--- src/rtl/mult_reuse_sched_pkg.sv ---
// Shared types, default widths and lane slicing helpers for the
// multiplier-reuse sequencer.
package mult_reuse_sched_pkg;

  localparam int DEF_TN           = 16;
  localparam int DEF_OUT_LIMIT    = 2;
  localparam int DEF_IN_LIMIT     = 3;
  localparam int DEF_L1_SEL_WIDTH = 4;
  localparam int DEF_L2_SEL_WIDTH = 6;
  localparam int DEF_ADDR_SIZE    = 2;
  localparam int DEF_PIPE_DEPTH   = 2;
  localparam int STEP_W           = 16;

  typedef enum logic [1:0] {
    S_IDLE,
    S_RUN,
    S_DRAIN
  } state_t;

  // Low bit of a lane's field inside a flattened per-lane bus.
  function automatic int lane_lo(input int lane, input int width);
    return lane * width;
  endfunction

endpackage

--- src/rtl/mult_reuse_sched_if.sv ---
// Descriptor / control bus between the reuse sequencer and its producer
// and consumers.
interface mult_reuse_sched_if
  import mult_reuse_sched_pkg::*;
#(
  parameter int Tn           = DEF_TN,
  parameter int OUT_LIMIT    = DEF_OUT_LIMIT,
  parameter int IN_LIMIT     = DEF_IN_LIMIT,
  parameter int L1_SEL_WIDTH = DEF_L1_SEL_WIDTH,
  parameter int L2_SEL_WIDTH = DEF_L2_SEL_WIDTH,
  parameter int ADDR_SIZE    = DEF_ADDR_SIZE
);

  localparam int L1_W = Tn * OUT_LIMIT * L1_SEL_WIDTH;
  localparam int L2_W = Tn * IN_LIMIT * L2_SEL_WIDTH;
  localparam int AD_W = Tn * ADDR_SIZE;

  logic              i_start;
  logic [STEP_W-1:0] i_num_steps;
  logic              i_stall;
  logic              i_desc_valid;
  logic              o_desc_ready;
  logic [L1_W-1:0]   i_desc_l1;
  logic [L2_W-1:0]   i_desc_l2;
  logic [AD_W-1:0]   i_desc_rd_age;
  logic [Tn-1:0]     i_desc_store;
  logic              i_desc_last;
  logic [L1_W-1:0]   o_l1_sel_lines;
  logic [L2_W-1:0]   o_l2_sel_lines;
  logic [AD_W-1:0]   o_buf_read_addr;
  logic [AD_W-1:0]   o_buf_write_addr;
  logic [Tn-1:0]     o_write_en;
  logic              o_issue_valid;
  logic              o_out_valid;
  logic              o_busy;
  logic              o_done;
  logic              o_err;

  modport master (
    output i_start, i_num_steps, i_stall, i_desc_valid, i_desc_l1, i_desc_l2,
           i_desc_rd_age, i_desc_store, i_desc_last,
    input  o_desc_ready, o_l1_sel_lines, o_l2_sel_lines, o_buf_read_addr,
           o_buf_write_addr, o_write_en, o_issue_valid, o_out_valid, o_busy,
           o_done, o_err
  );

  modport slave (
    input  i_start, i_num_steps, i_stall, i_desc_valid, i_desc_l1, i_desc_l2,
           i_desc_rd_age, i_desc_store, i_desc_last,
    output o_desc_ready, o_l1_sel_lines, o_l2_sel_lines, o_buf_read_addr,
           o_buf_write_addr, o_write_en, o_issue_valid, o_out_valid, o_busy,
           o_done, o_err
  );

endinterface

--- src/rtl/mult_reuse_sched_reuse_wr_ptr.sv ---
// Per-lane ring write pointer; turns a product age (0 = newest) into an
// absolute reuse-buffer slot relative to the current write position.
module reuse_wr_ptr
  import mult_reuse_sched_pkg::*;
#(
  parameter int ADDR_SIZE = DEF_ADDR_SIZE
) (
  input  logic                 clk,
  input  logic                 rst_n,
  input  logic                 clear,
  input  logic                 advance,
  input  logic [ADDR_SIZE-1:0] age,
  output logic [ADDR_SIZE-1:0] wr_addr,
  output logic [ADDR_SIZE-1:0] rd_addr
);

  logic [ADDR_SIZE-1:0] wp;

  always_ff @(posedge clk or negedge rst_n) begin
    if (!rst_n) begin
      wp <= '0;
    end else if (clear) begin
      wp <= '0;
    end else if (advance) begin
      wp <= wp + ADDR_SIZE'(1);
    end
  end

  // Newest stored product sits one slot behind wp; modular wrap is free.
  assign wr_addr = wp;
  assign rd_addr = wp - ADDR_SIZE'(1) - age;

endmodule

--- src/rtl/mult_reuse_sched.sv ---
// Multiplier-reuse stage sequencer: issues one descriptor per step of a tile,
// drives mux selects and reuse-buffer addresses, and signals tile completion.
module mult_reuse_sched
  import mult_reuse_sched_pkg::*;
#(
  parameter int Tn           = DEF_TN,
  parameter int OUT_LIMIT    = DEF_OUT_LIMIT,
  parameter int IN_LIMIT     = DEF_IN_LIMIT,
  parameter int L1_SEL_WIDTH = DEF_L1_SEL_WIDTH,
  parameter int L2_SEL_WIDTH = DEF_L2_SEL_WIDTH,
  parameter int ADDR_SIZE    = DEF_ADDR_SIZE,
  parameter int PIPE_DEPTH   = DEF_PIPE_DEPTH
) (
  input  logic                clk,
  input  logic                rst_n,
  mult_reuse_sched_if.slave   bus
);

  localparam int L1_W = Tn * OUT_LIMIT * L1_SEL_WIDTH;
  localparam int L2_W = Tn * IN_LIMIT * L2_SEL_WIDTH;
  localparam int AD_W = Tn * ADDR_SIZE;
  // Every valid stage except the output one; empty means o_out_valid is the last.
  localparam logic [PIPE_DEPTH-1:0] PEND_MASK = {PIPE_DEPTH{1'b1}} >> 1;

  state_t            state;
  logic [STEP_W-1:0] num_steps_q;
  logic [STEP_W-1:0] step_cnt;
  logic [PIPE_DEPTH-1:0] vld_sr;
  logic [L1_W-1:0]   l1_q;
  logic [L2_W-1:0]   l2_q;
  logic [AD_W-1:0]   rd_q;
  logic [AD_W-1:0]   wr_q;
  logic [Tn-1:0]     we_q;
  logic              iv_q;
  logic              done_q;
  logic              err_q;

  logic              desc_ready;
  logic              issue;
  logic              ptr_clear;
  logic              final_step;
  logic [AD_W-1:0]   rd_addr;
  logic [AD_W-1:0]   wr_addr;

  assign desc_ready = (state == S_RUN) && !bus.i_stall;
  assign issue      = desc_ready && bus.i_desc_valid;
  assign ptr_clear  = (state == S_IDLE) && bus.i_start;
  assign final_step = (step_cnt == num_steps_q - STEP_W'(1));

  for (genvar i = 0; i < Tn; i++) begin : g_lane
    reuse_wr_ptr #(.ADDR_SIZE(ADDR_SIZE)) u_ptr (
      .clk     (clk),
      .rst_n   (rst_n),
      .clear   (ptr_clear),
      .advance (issue && bus.i_desc_store[i]),
      .age     (bus.i_desc_rd_age[lane_lo(i, ADDR_SIZE) +: ADDR_SIZE]),
      .wr_addr (wr_addr[lane_lo(i, ADDR_SIZE) +: ADDR_SIZE]),
      .rd_addr (rd_addr[lane_lo(i, ADDR_SIZE) +: ADDR_SIZE])
    );
  end

  always_ff @(posedge clk or negedge rst_n) begin
    if (!rst_n) begin
      // NOTE: datapath output registers are reset too, so every output reads 0 out of reset.
      state       <= S_IDLE;
      num_steps_q <= '0;
      step_cnt    <= '0;
      vld_sr      <= '0;
      l1_q        <= '0;
      l2_q        <= '0;
      rd_q        <= '0;
      wr_q        <= '0;
      we_q        <= '0;
      iv_q        <= 1'b0;
      done_q      <= 1'b0;
      err_q       <= 1'b0;
    end else begin
      // NOTE: non-blocking assignments so every register samples pre-edge values.
      iv_q   <= issue;
      we_q   <= issue ? bus.i_desc_store : '0;
      vld_sr <= (vld_sr << 1) | PIPE_DEPTH'(iv_q);
      done_q <= 1'b0;

      if (issue) begin
        l1_q <= bus.i_desc_l1;
        l2_q <= bus.i_desc_l2;
        rd_q <= rd_addr;
        wr_q <= wr_addr;
      end

      case (state)
        S_IDLE: begin
          if (bus.i_start) begin
            num_steps_q <= bus.i_num_steps;
            step_cnt    <= '0;
            err_q       <= 1'b0;
            state       <= (bus.i_num_steps == '0) ? S_DRAIN : S_RUN;
          end
        end
        S_RUN: begin
          if (issue) begin
            step_cnt <= step_cnt + STEP_W'(1);
            if (final_step) begin
              state <= S_DRAIN;
              if (!bus.i_desc_last) err_q <= 1'b1;
            end else if (bus.i_desc_last) begin
              state <= S_DRAIN;
              err_q <= 1'b1;
            end
          end
        end
        S_DRAIN: begin
          if (!iv_q && ((vld_sr & PEND_MASK) == '0)) begin
            done_q <= 1'b1;
            state  <= S_IDLE;
          end
        end
        default: state <= S_IDLE;
      endcase
    end
  end

  assign bus.o_desc_ready     = desc_ready;
  assign bus.o_l1_sel_lines   = l1_q;
  assign bus.o_l2_sel_lines   = l2_q;
  assign bus.o_buf_read_addr  = rd_q;
  assign bus.o_buf_write_addr = wr_q;
  assign bus.o_write_en       = we_q;
  assign bus.o_issue_valid    = iv_q;
  assign bus.o_out_valid      = vld_sr[PIPE_DEPTH-1];
  assign bus.o_busy           = (state != S_IDLE);
  assign bus.o_done           = done_q;
  assign bus.o_err            = err_q;

endmodule

--- src/flat_wrapper.sv ---
// flat-port wrapper written by rule: the top's interface ports become plain ports
module mult_reuse_sched_flat import mult_reuse_sched_pkg::*;
#(
  parameter int Tn           = DEF_TN,
  parameter int OUT_LIMIT    = DEF_OUT_LIMIT,
  parameter int IN_LIMIT     = DEF_IN_LIMIT,
  parameter int L1_SEL_WIDTH = DEF_L1_SEL_WIDTH,
  parameter int L2_SEL_WIDTH = DEF_L2_SEL_WIDTH,
  parameter int ADDR_SIZE    = DEF_ADDR_SIZE,
  parameter int PIPE_DEPTH   = DEF_PIPE_DEPTH
)
  (clk, rst_n, bus_i_start, bus_i_num_steps, bus_i_stall, bus_i_desc_valid, bus_i_desc_l1, bus_i_desc_l2, bus_i_desc_rd_age, bus_i_desc_store, bus_i_desc_last, bus_o_desc_ready, bus_o_l1_sel_lines, bus_o_l2_sel_lines, bus_o_buf_read_addr, bus_o_buf_write_addr, bus_o_write_en, bus_o_issue_valid, bus_o_out_valid, bus_o_busy, bus_o_done, bus_o_err);
  mult_reuse_sched_if #(.Tn(Tn), .OUT_LIMIT(OUT_LIMIT), .IN_LIMIT(IN_LIMIT), .L1_SEL_WIDTH(L1_SEL_WIDTH), .L2_SEL_WIDTH(L2_SEL_WIDTH), .ADDR_SIZE(ADDR_SIZE)) bus_i ();
  input  logic clk;
  input  logic rst_n;
  input wire logic [$bits(bus_i.i_start)-1:0] bus_i_start;
  input wire logic [$bits(bus_i.i_num_steps)-1:0] bus_i_num_steps;
  input wire logic [$bits(bus_i.i_stall)-1:0] bus_i_stall;
  input wire logic [$bits(bus_i.i_desc_valid)-1:0] bus_i_desc_valid;
  input wire logic [$bits(bus_i.i_desc_l1)-1:0] bus_i_desc_l1;
  input wire logic [$bits(bus_i.i_desc_l2)-1:0] bus_i_desc_l2;
  input wire logic [$bits(bus_i.i_desc_rd_age)-1:0] bus_i_desc_rd_age;
  input wire logic [$bits(bus_i.i_desc_store)-1:0] bus_i_desc_store;
  input wire logic [$bits(bus_i.i_desc_last)-1:0] bus_i_desc_last;
  output wire logic [$bits(bus_i.o_desc_ready)-1:0] bus_o_desc_ready;
  output wire logic [$bits(bus_i.o_l1_sel_lines)-1:0] bus_o_l1_sel_lines;
  output wire logic [$bits(bus_i.o_l2_sel_lines)-1:0] bus_o_l2_sel_lines;
  output wire logic [$bits(bus_i.o_buf_read_addr)-1:0] bus_o_buf_read_addr;
  output wire logic [$bits(bus_i.o_buf_write_addr)-1:0] bus_o_buf_write_addr;
  output wire logic [$bits(bus_i.o_write_en)-1:0] bus_o_write_en;
  output wire logic [$bits(bus_i.o_issue_valid)-1:0] bus_o_issue_valid;
  output wire logic [$bits(bus_i.o_out_valid)-1:0] bus_o_out_valid;
  output wire logic [$bits(bus_i.o_busy)-1:0] bus_o_busy;
  output wire logic [$bits(bus_i.o_done)-1:0] bus_o_done;
  output wire logic [$bits(bus_i.o_err)-1:0] bus_o_err;
  assign bus_i.i_start = bus_i_start;
  assign bus_i.i_num_steps = bus_i_num_steps;
  assign bus_i.i_stall = bus_i_stall;
  assign bus_i.i_desc_valid = bus_i_desc_valid;
  assign bus_i.i_desc_l1 = bus_i_desc_l1;
  assign bus_i.i_desc_l2 = bus_i_desc_l2;
  assign bus_i.i_desc_rd_age = bus_i_desc_rd_age;
  assign bus_i.i_desc_store = bus_i_desc_store;
  assign bus_i.i_desc_last = bus_i_desc_last;
  assign bus_o_desc_ready = bus_i.o_desc_ready;
  assign bus_o_l1_sel_lines = bus_i.o_l1_sel_lines;
  assign bus_o_l2_sel_lines = bus_i.o_l2_sel_lines;
  assign bus_o_buf_read_addr = bus_i.o_buf_read_addr;
  assign bus_o_buf_write_addr = bus_i.o_buf_write_addr;
  assign bus_o_write_en = bus_i.o_write_en;
  assign bus_o_issue_valid = bus_i.o_issue_valid;
  assign bus_o_out_valid = bus_i.o_out_valid;
  assign bus_o_busy = bus_i.o_busy;
  assign bus_o_done = bus_i.o_done;
  assign bus_o_err = bus_i.o_err;
  mult_reuse_sched #(.Tn(Tn), .OUT_LIMIT(OUT_LIMIT), .IN_LIMIT(IN_LIMIT), .L1_SEL_WIDTH(L1_SEL_WIDTH), .L2_SEL_WIDTH(L2_SEL_WIDTH), .ADDR_SIZE(ADDR_SIZE), .PIPE_DEPTH(PIPE_DEPTH)) u_core (.clk(clk), .rst_n(rst_n), .bus(bus_i));
endmodule
--- config.mk ---
export PLATFORM = sky130hd
export DESIGN_NAME = mult_reuse_sched_flat
export DESIGN_NICKNAME = d
export VERILOG_FILES = /design/src/rtl/mult_reuse_sched_pkg.sv /design/src/rtl/mult_reuse_sched_if.sv /design/src/rtl/mult_reuse_sched_reuse_wr_ptr.sv /design/src/rtl/mult_reuse_sched.sv /design/src/flat_wrapper.sv
export SDC_FILE = /design/constraint.sdc
export NUM_CORES = 1
export LEC_CHECK = 0
export ABC_AREA = 1
export CORE_AREA = 2 2 380 382
export DETAILED_ROUTE_END_ITERATION = 10
export DIE_AREA = 0 0 382 384
export HOLD_SLACK_MARGIN = 0.06
export SLEW_MARGIN = 15
export SYNTH_ARGS = -nofsm -noshare
export SYNTH_HDL_FRONTEND = slang
export SYNTH_SLANG_ARGS = --single-unit
--- constraint.sdc ---
create_clock -name clk -period 4.6 [get_ports clk]
set_input_delay 0.92 -clock clk [delete_from_list [all_inputs] [get_ports clk]]
set_output_delay 0.92 -clock clk [all_outputs]
set_load 0.02 [all_outputs]
==> results of run 1 <==
[routing by layer]
layer | routed length [um] | global-route usage | up-vias | share of wire
met3 | 9130 | 0.0400 | 153 | 0.081
met5 | 119 | 0 | - | 0.0011
met2 | 52300 | 0.239 | 795 | 0.47
met1 | 47100 | 0.188 | 9987 | 0.42
li1 | - | - | 9907 | -
met4 | 3640 | 0.0542 | 20 | 0.032
[where the power goes]
part	internal (uW)	total [uW]	leakage [uW]	switching [uW]
registers	7170	8630	0.00715	1460
clock network	3410	5830	0.00119	2420
logic	5000	11900	0.00923	6950
[worst max-delay path by stage]
stage / to / start / depth (start not counted) / slack [ns]
floorplan: bus_o_desc_ready / bus_i_stall / 1 / 2.47
global placement: bus_o_desc_ready / bus_i_stall / 3 / 1.16
detailed placement: bus_o_desc_ready / bus_i_stall / 3 / 1.19
CTS: bus_o_desc_ready / u_core.state[1]$_DFFE_PN0P_ / 5 / 0.89
global route: bus_o_desc_ready / u_core.state[0]$_DFFE_PN0P_ / 6 / 0.90
finish: bus_o_desc_ready / u_core.state[1]$_DFFE_PN0P_ / 5 / 1.09
[cell usage after synthesis (12+ instances only)]
| master | number |
|---|---|
| nand2_1 | 1485 |
| dfrtp_1 | 567 |
| inv_1 | 101 |
| clkbuf_1 | 90 |
| o21ai_0 | 87 |
| nor2_1 | 75 |
| xnor2_1 | 37 |
| a21oi_1 | 35 |
| nand3_1 | 19 |
| ha_1 | 18 |
| buf_1 | 14 |
| xor2_1 | 13 |
| buf_2 | 12 |
[registers in the layout, indices dropped and copies added (netlist names)]
signal and flops:
u_core.g_lane.u_ptr.wr_addr 32, u_core.bus.o_l2_sel_lines 288, u_core.bus.o_err 1, u_core.num_steps_q 16
u_core.bus.o_buf_read_addr 32, u_core.bus.o_l1_sel_lines 128, u_core.vld_sr 2, u_core.bus.o_buf_write_addr 32
u_core.step_cnt 16, u_core.bus.o_done 1, u_core.bus.o_issue_valid 1, u_core.state 2
u_core.bus.o_write_en 16
[cell families (layout without fill, tap and decap cells)]
group | Yosys count | count (layout) | synth area share
other | 0 | 3 | 0
XOR/XNOR | 51 | 51 | 0.0204
AO/OA/AOI/OAI | 124 | 124 | 0.0275
multiplexers | 1 | 1 | 0.000499
flip-flops | 567 | 567 | 0.629
buffers and inverters | 218 | 1258 | 0.0369
AND/OR/NAND/NOR | 1618 | 1618 | 0.276
adder cells (fa/ha/maj) | 18 | 18 | 0.00998
[per-stage QoR]
stage | utilization | power, uW | hold slack, ns | cells | instance area, um^2
final | 0.261 | 26400 | 0.286 | 5543 | 37200
after global routing | 0.261 | 28000 | 0.301 | 5540 | 37200
after CTS | 0.261 | 26900 | 0.264 | 5540 | 37200
after detailed placement | 0.244 | 20900 | 0.415 | 5410 | 34800
after global placement | 0.244 | 20700 | 0.424 | 5410 | 34800
after floorplan | - | 13800 | 0.347 | 2597 | 22600
[worst max-delay path, delay by kind of cell (launching register included)]
kind | cells | cell delay, ns
buf+inv | 3 | 1.13
flops | 1 | 0.43
simple gates | 2 | 0.37
[cell type report]
cell class,instances,share of cell area
diodes,3,0.000202
clock buffers,108,0.0564
clock inverters,22,0.00861
inverters,102,0.0105
multi-input cells,1812,0.202
flip-flops and latches,567,0.381
well taps,1903,0.0640
repair buffers,1026,0.277
[cells in the final DEF (no fill, tap or decap), drive strengths merged]
master	instances
mux2	1
bufinv	4
clkinv	15
nor2	80
xnor2	37
nand4	7
or2	1
diode	3
xnor3	1
nand3b	5
nand3	21
dfrtp	567
clkbuf	108
nor3	11
and2	1
nand2	1488
nor4	4
ha	18
o21ai	89
xor2	13
buf	40
inv	105
a21oi	35
clkdlybuf4s50	986
==> impl_metrics.tcl, run 1 <==
set metrics [dict create \
    status "completed" \
    hold_buffers 0 \
    synthDistinctLibCells 29 \
    syn_to_final_growth_pct 65.0 \
    gp_congestion 0.861 \
    fin_crit_ns 3.51 \
    ios 988 \
    die_w_um 382 \
    slew_violations 0 \
    fin_crit_sh 0.763 \
    synth_edf_count 0 \
    clock_skew_ns 0.0282 \
    max_clock_freq_mhz 285 \
    postRouteAntennaNets 0 \
    fin_ws_ns 1.09 \
    crit_path_max_incr_delay_ns 0.78 \
    holdCritPathClass "input pin to async pin" \
    power_leakage_uw 0.0176 \
    drtIter0Drc 1515 \
    rows 139 \
    r2r_cells 8 \
    io_buffers 987 \
    insertion_delay_ns 0.66 \
    place_hpwl_um 89200 \
    slew_headroom 0.430 \
    ctsResizeCount 0 \
    drt-pass1-iter-count 5 \
    place_ws_ns 1.19 \
    drt_wl_total_um 112000 \
    worstPathMaxFanout 7 \
    drc_errors 0 \
    synth_ff_type "dfrtp_1" \
    path_cells "nor2_4 -> buf_4 -> inv_1 -> nor2_1 -> clkdlybuf4s50_1" \
    vias 20862 \
    r2r-end "u_core.bus.o_l2_sel_lines[40]$_DFFE_PN0P_" \
    nFillCells 15259 \
    worstReg2RegStart "u_core.state[1]$_DFFE_PN0P_" \
    async_flop_share 1.00 \
    cts_tree "done" \
    grt_max_degree 129 \
    grt_setup_unrepaired "false" \
    clk_pin_slew_worst_paths_ns 0.06 \
    max_cap_viol_count 0 \
    synth_area_leader_cell "dfrtp_1" \
    cts_setup_buffers 0 \
    fin_nets 4084 \
    startpoint_type "flip-flop" \
    cp_slowest_cell "clkdlybuf4s50_1" \
    grt_use_total 0.148 \
    synth_area_leaders "dfrtp_1 (63%), nand2_1 (25%), o21ai_0 (1.9%), inv_1 (1.7%), clkbuf_1 (1.5%)" \
    cts_root_buf "clkbuf_16" \
    syn_inst 2597 \
    yosysWarnings 0 \
    clkSinkCount 567 \
    die_area_mm2 0.147 \
    grt_pass1_wl_um 157000 \
    wire_per_inst_um 20.2 \
    path_class "flip-flop to output pin" \
    cp-end-kind "output pin" \
    finalHoldViolCount 0 \
    avgSynthCellArea_um2 8.69 \
    gr-total-overflow 0 \
    regArea_mm2 0.0142 \
    setup_tns_ns 0 \
    ctsLongestPathBuffers 3 \
    die_height_um 384 \
    critPathArrivalTime_ns 2.59 \
    worst_pin_slew_ns 0.853 \
    antenna_found_initial 15 \
    core_mm2 0.143 \
    synth_area_mm2 0.0226 \
    ff2ff_setup_slack_ns 2.04 \
    ir_drop_uv 408 \
    initial_utilization 0.158 \
    p_per_area_mw_per_mm2 710 \
    ys_ff_latch 567 \
    via_per_inst 3.76 \
    cts_max_level 3 \
    multiInputGateArea_mm2 0.00753 \
    yosysSeqAreaShare 0.629 \
    numCtsBuffers 71 \
    drive_above_1_share 0.0451 \
    worstPathRequired_ns 3.68 \
    setup_viol 0 \
    grt_pass1_vias 20776 \
    yosysTopAreaCellShare 0.629 \
    synth_fp_nets 3101 \
]
Note: power is estimated with default switching activity, not from simulation.
==> run 2: changes to the inputs <==
--- a/config.mk
+++ b/config.mk
@@ -6,9 +6,9 @@
 export NUM_CORES = 1
 export LEC_CHECK = 0
 export ABC_AREA = 1
-export CORE_AREA = 2 2 380 382
+export CORE_AREA = 2 2 383 385
 export DETAILED_ROUTE_END_ITERATION = 10
-export DIE_AREA = 0 0 382 384
+export DIE_AREA = 0 0 385 387
 export HOLD_SLACK_MARGIN = 0.06
 export SLEW_MARGIN = 15
 export SYNTH_ARGS = -nofsm -noshare
==> constraint.sdc (replaced) <==
create_clock -name clk -period 3 [get_ports clk]
set_input_delay 0.6 -clock clk [delete_from_list [all_inputs] [get_ports clk]]
set_output_delay 0.6 -clock clk [all_outputs]
set_load 0.02 [all_outputs]
==> run 2 against run 1 <==
  * Via count grew 0.60%
  * Critical path depth shrank 1
  * Register-to-register slack lost 1.3 ns
  * Global-route usage shrank 0.72 points
  * Clock power grew 48%
  * Count of clock-buffer cells in the layout shrank 1
  * Power grew 52%
  * Cell area grew 0.61%
  * Utilization shrank 0.22 points
  * Die area grew 1.6%
  * Sequential share of layout area shrank 0.23 points
  * Cell count grew 0.58%
  * Critical path type unchanged
  * Largest cell class unchanged
==> impl_metrics.tcl, run 2 (synthesis gave the netlist of run 1 again) <==
set metrics [dict create \
    cp-end-kind "output pin" \
    initial_utilization 0.156 \
    fin_crit_ns 2.71 \
    worstPathRequired_ns 2.40 \
    max_cap_viol_count 0 \
    worstPathMaxFanout 4 \
    ir_drop_uv 543 \
    grt_pass1_vias 20747 \
    wire_per_inst_um 19.5 \
    grt_max_degree 135 \
    cts_max_level 3 \
    clock_skew_ns 0.0371 \
    power_leakage_uw 0.0177 \
    io_buffers 987 \
    syn_to_final_growth_pct 66.0 \
    place_hpwl_um 87000 \
    core_mm2 0.145 \
    grt_use_total 0.141 \
    place_ws_ns 0.423 \
    drive_above_1_share 0.0512 \
    finalHoldViolCount 0 \
    numCtsBuffers 71 \
    max_clock_freq_mhz 369 \
    multiInputGateArea_mm2 0.00753 \
    drt_wl_total_um 109000 \
    setup_viol 0 \
    die_w_um 385 \
    largest_register_ffs 288 \
    setup_tns_ns 0 \
    fin_nets 4110 \
    regArea_mm2 0.0142 \
    ios 988 \
    slew_headroom 0.485 \
    critPathArrivalTime_ns 2.11 \
    p_per_area_mw_per_mm2 1070 \
    slew_violations 0 \
    die_height_um 387 \
    grt_pass1_wl_um 152000 \
    clkSinkCount 567 \
    ctsResizeCount 0 \
    drtIter0Drc 1373 \
    drc_errors 0 \
    fin_crit_sh 0.904 \
    grt_setup_unrepaired "false" \
    cts_tree "done" \
    dp_cells 5449 \
    cts_root_buf "clkbuf_16" \
    clk_pin_slew_worst_paths_ns 0.06 \
    drt-pass1-iter-count 5 \
    rows 140 \
    insertion_delay_ns 0.67 \
    antenna_found_initial 18 \
    fin_ws_ns 0.288 \
    postRouteAntennaNets 0 \
    ctsLongestPathBuffers 3 \
    nFillCells 15479 \
    gr-total-overflow 0 \
    most-common-layout-cells "nand2_1 (1,485), clkdlybuf4s50_1 (984), dfrtp_1 (567)" \
    holdCritPathClass "flip-flop to flip-flop" \
    instances_no_fill 5575 \
    via_per_inst 3.76 \
    worst_pin_slew_ns 0.772 \
    startpoint_type "flip-flop" \
    vias 20987 \
    die_area_mm2 0.149 \
    status "completed" \
    layout_commonest_cell "nand2_1" \
    gp_congestion 0.932 \
    path_class "flip-flop to output pin" \
]
-- run 2: cell types whose count changed in the layout (fill, tap and decap cells not counted), moves of 2 or more --
cell and delta:
clkbuf_8 +4, clkinv_2 -6, buf_12 +8, clkinvlp_4 +2, clkdlybuf4s50_1 -2, bufinv_16 -2
clkbuf_1 -5, buf_4 +19, inv_16 -2
-- run 2: cell type report --
type	instances	share of cell area
diodes	4	0.000267
repair buffers	1052	0.283
well taps	1917	0.0641
clock inverters	14	0.00528
clock buffers	107	0.0570
flip-flops and latches	567	0.379
multi-input cells	1812	0.201
inverters	102	0.0104
-- run 2: final timing paths --
check                                                   from                                    endpoint  slack (ns)  depth (start not counted)
max reg2reg                u_core.num_steps_q[0]$_DFFE_PN0P_                 u_core.state[0]$_DFFE_PN0P_        0.70                         15
max in group asynchronous                              rst_n   u_core.bus.o_l1_sel_lines[70]$_DFFE_PN0P_        1.31                          4
max                              u_core.state[1]$_DFFE_PN0P_                            bus_o_desc_ready        0.29                          4
min in group asynchronous                              rst_n  u_core.bus.o_l2_sel_lines[100]$_DFFE_PN0P_        0.50                          2
min                               u_core.vld_sr[0]$_DFF_PN0_                  u_core.vld_sr[1]$_DFF_PN0_        0.38                          0
min reg2reg                       u_core.vld_sr[0]$_DFF_PN0_                  u_core.vld_sr[1]$_DFF_PN0_        0.38                          0
-- run 2: timing repair --
item                                   CTS  global route
endpoints found under the hold margin   45             0
buffers inserted                         0             0
hold buffers                             1             0
-- run 2: metrics by stage --
step | hold slack [ns] | cell area, um^2 | util | power [uW]
after detailed placement | 0.371 | 35100 | 0.242 | 31800
after floorplan | 0.304 | 22600 | - | 21100
after global routing | 0.401 | 37400 | 0.258 | 42300
after CTS | 0.389 | 37400 | 0.258 | 40700
final | 0.379 | 37400 | 0.258 | 40100
after global placement | 0.355 | 35100 | 0.242 | 31600
-- run 2: critical path, stage by stage (launching register included) --
cell,delay (ns)
dfrtp_1,0.43
nor2_4,0.13
inv_1,0.13
nor2_1,0.16
clkdlybuf4s50_1,0.63
-- run 2: power breakdown --
group          leakage (uW)  switching, uW  internal, uW  total, uW
clock network       0.00114           3540          5090       8630
registers           0.00715           2240         11000      13200
logic               0.00940          10500          7750      18200
total                0.0177          16300         23800      40100
-- run 2: routing by layer --
metal,up-vias,share of wire,track usage
met5,-,0.0010,0
met4,16,0.029,0.0502
met3,132,0.076,0.0362
met2,791,0.46,0.228
met1,10100,0.43,0.180
li1,9948,-,-
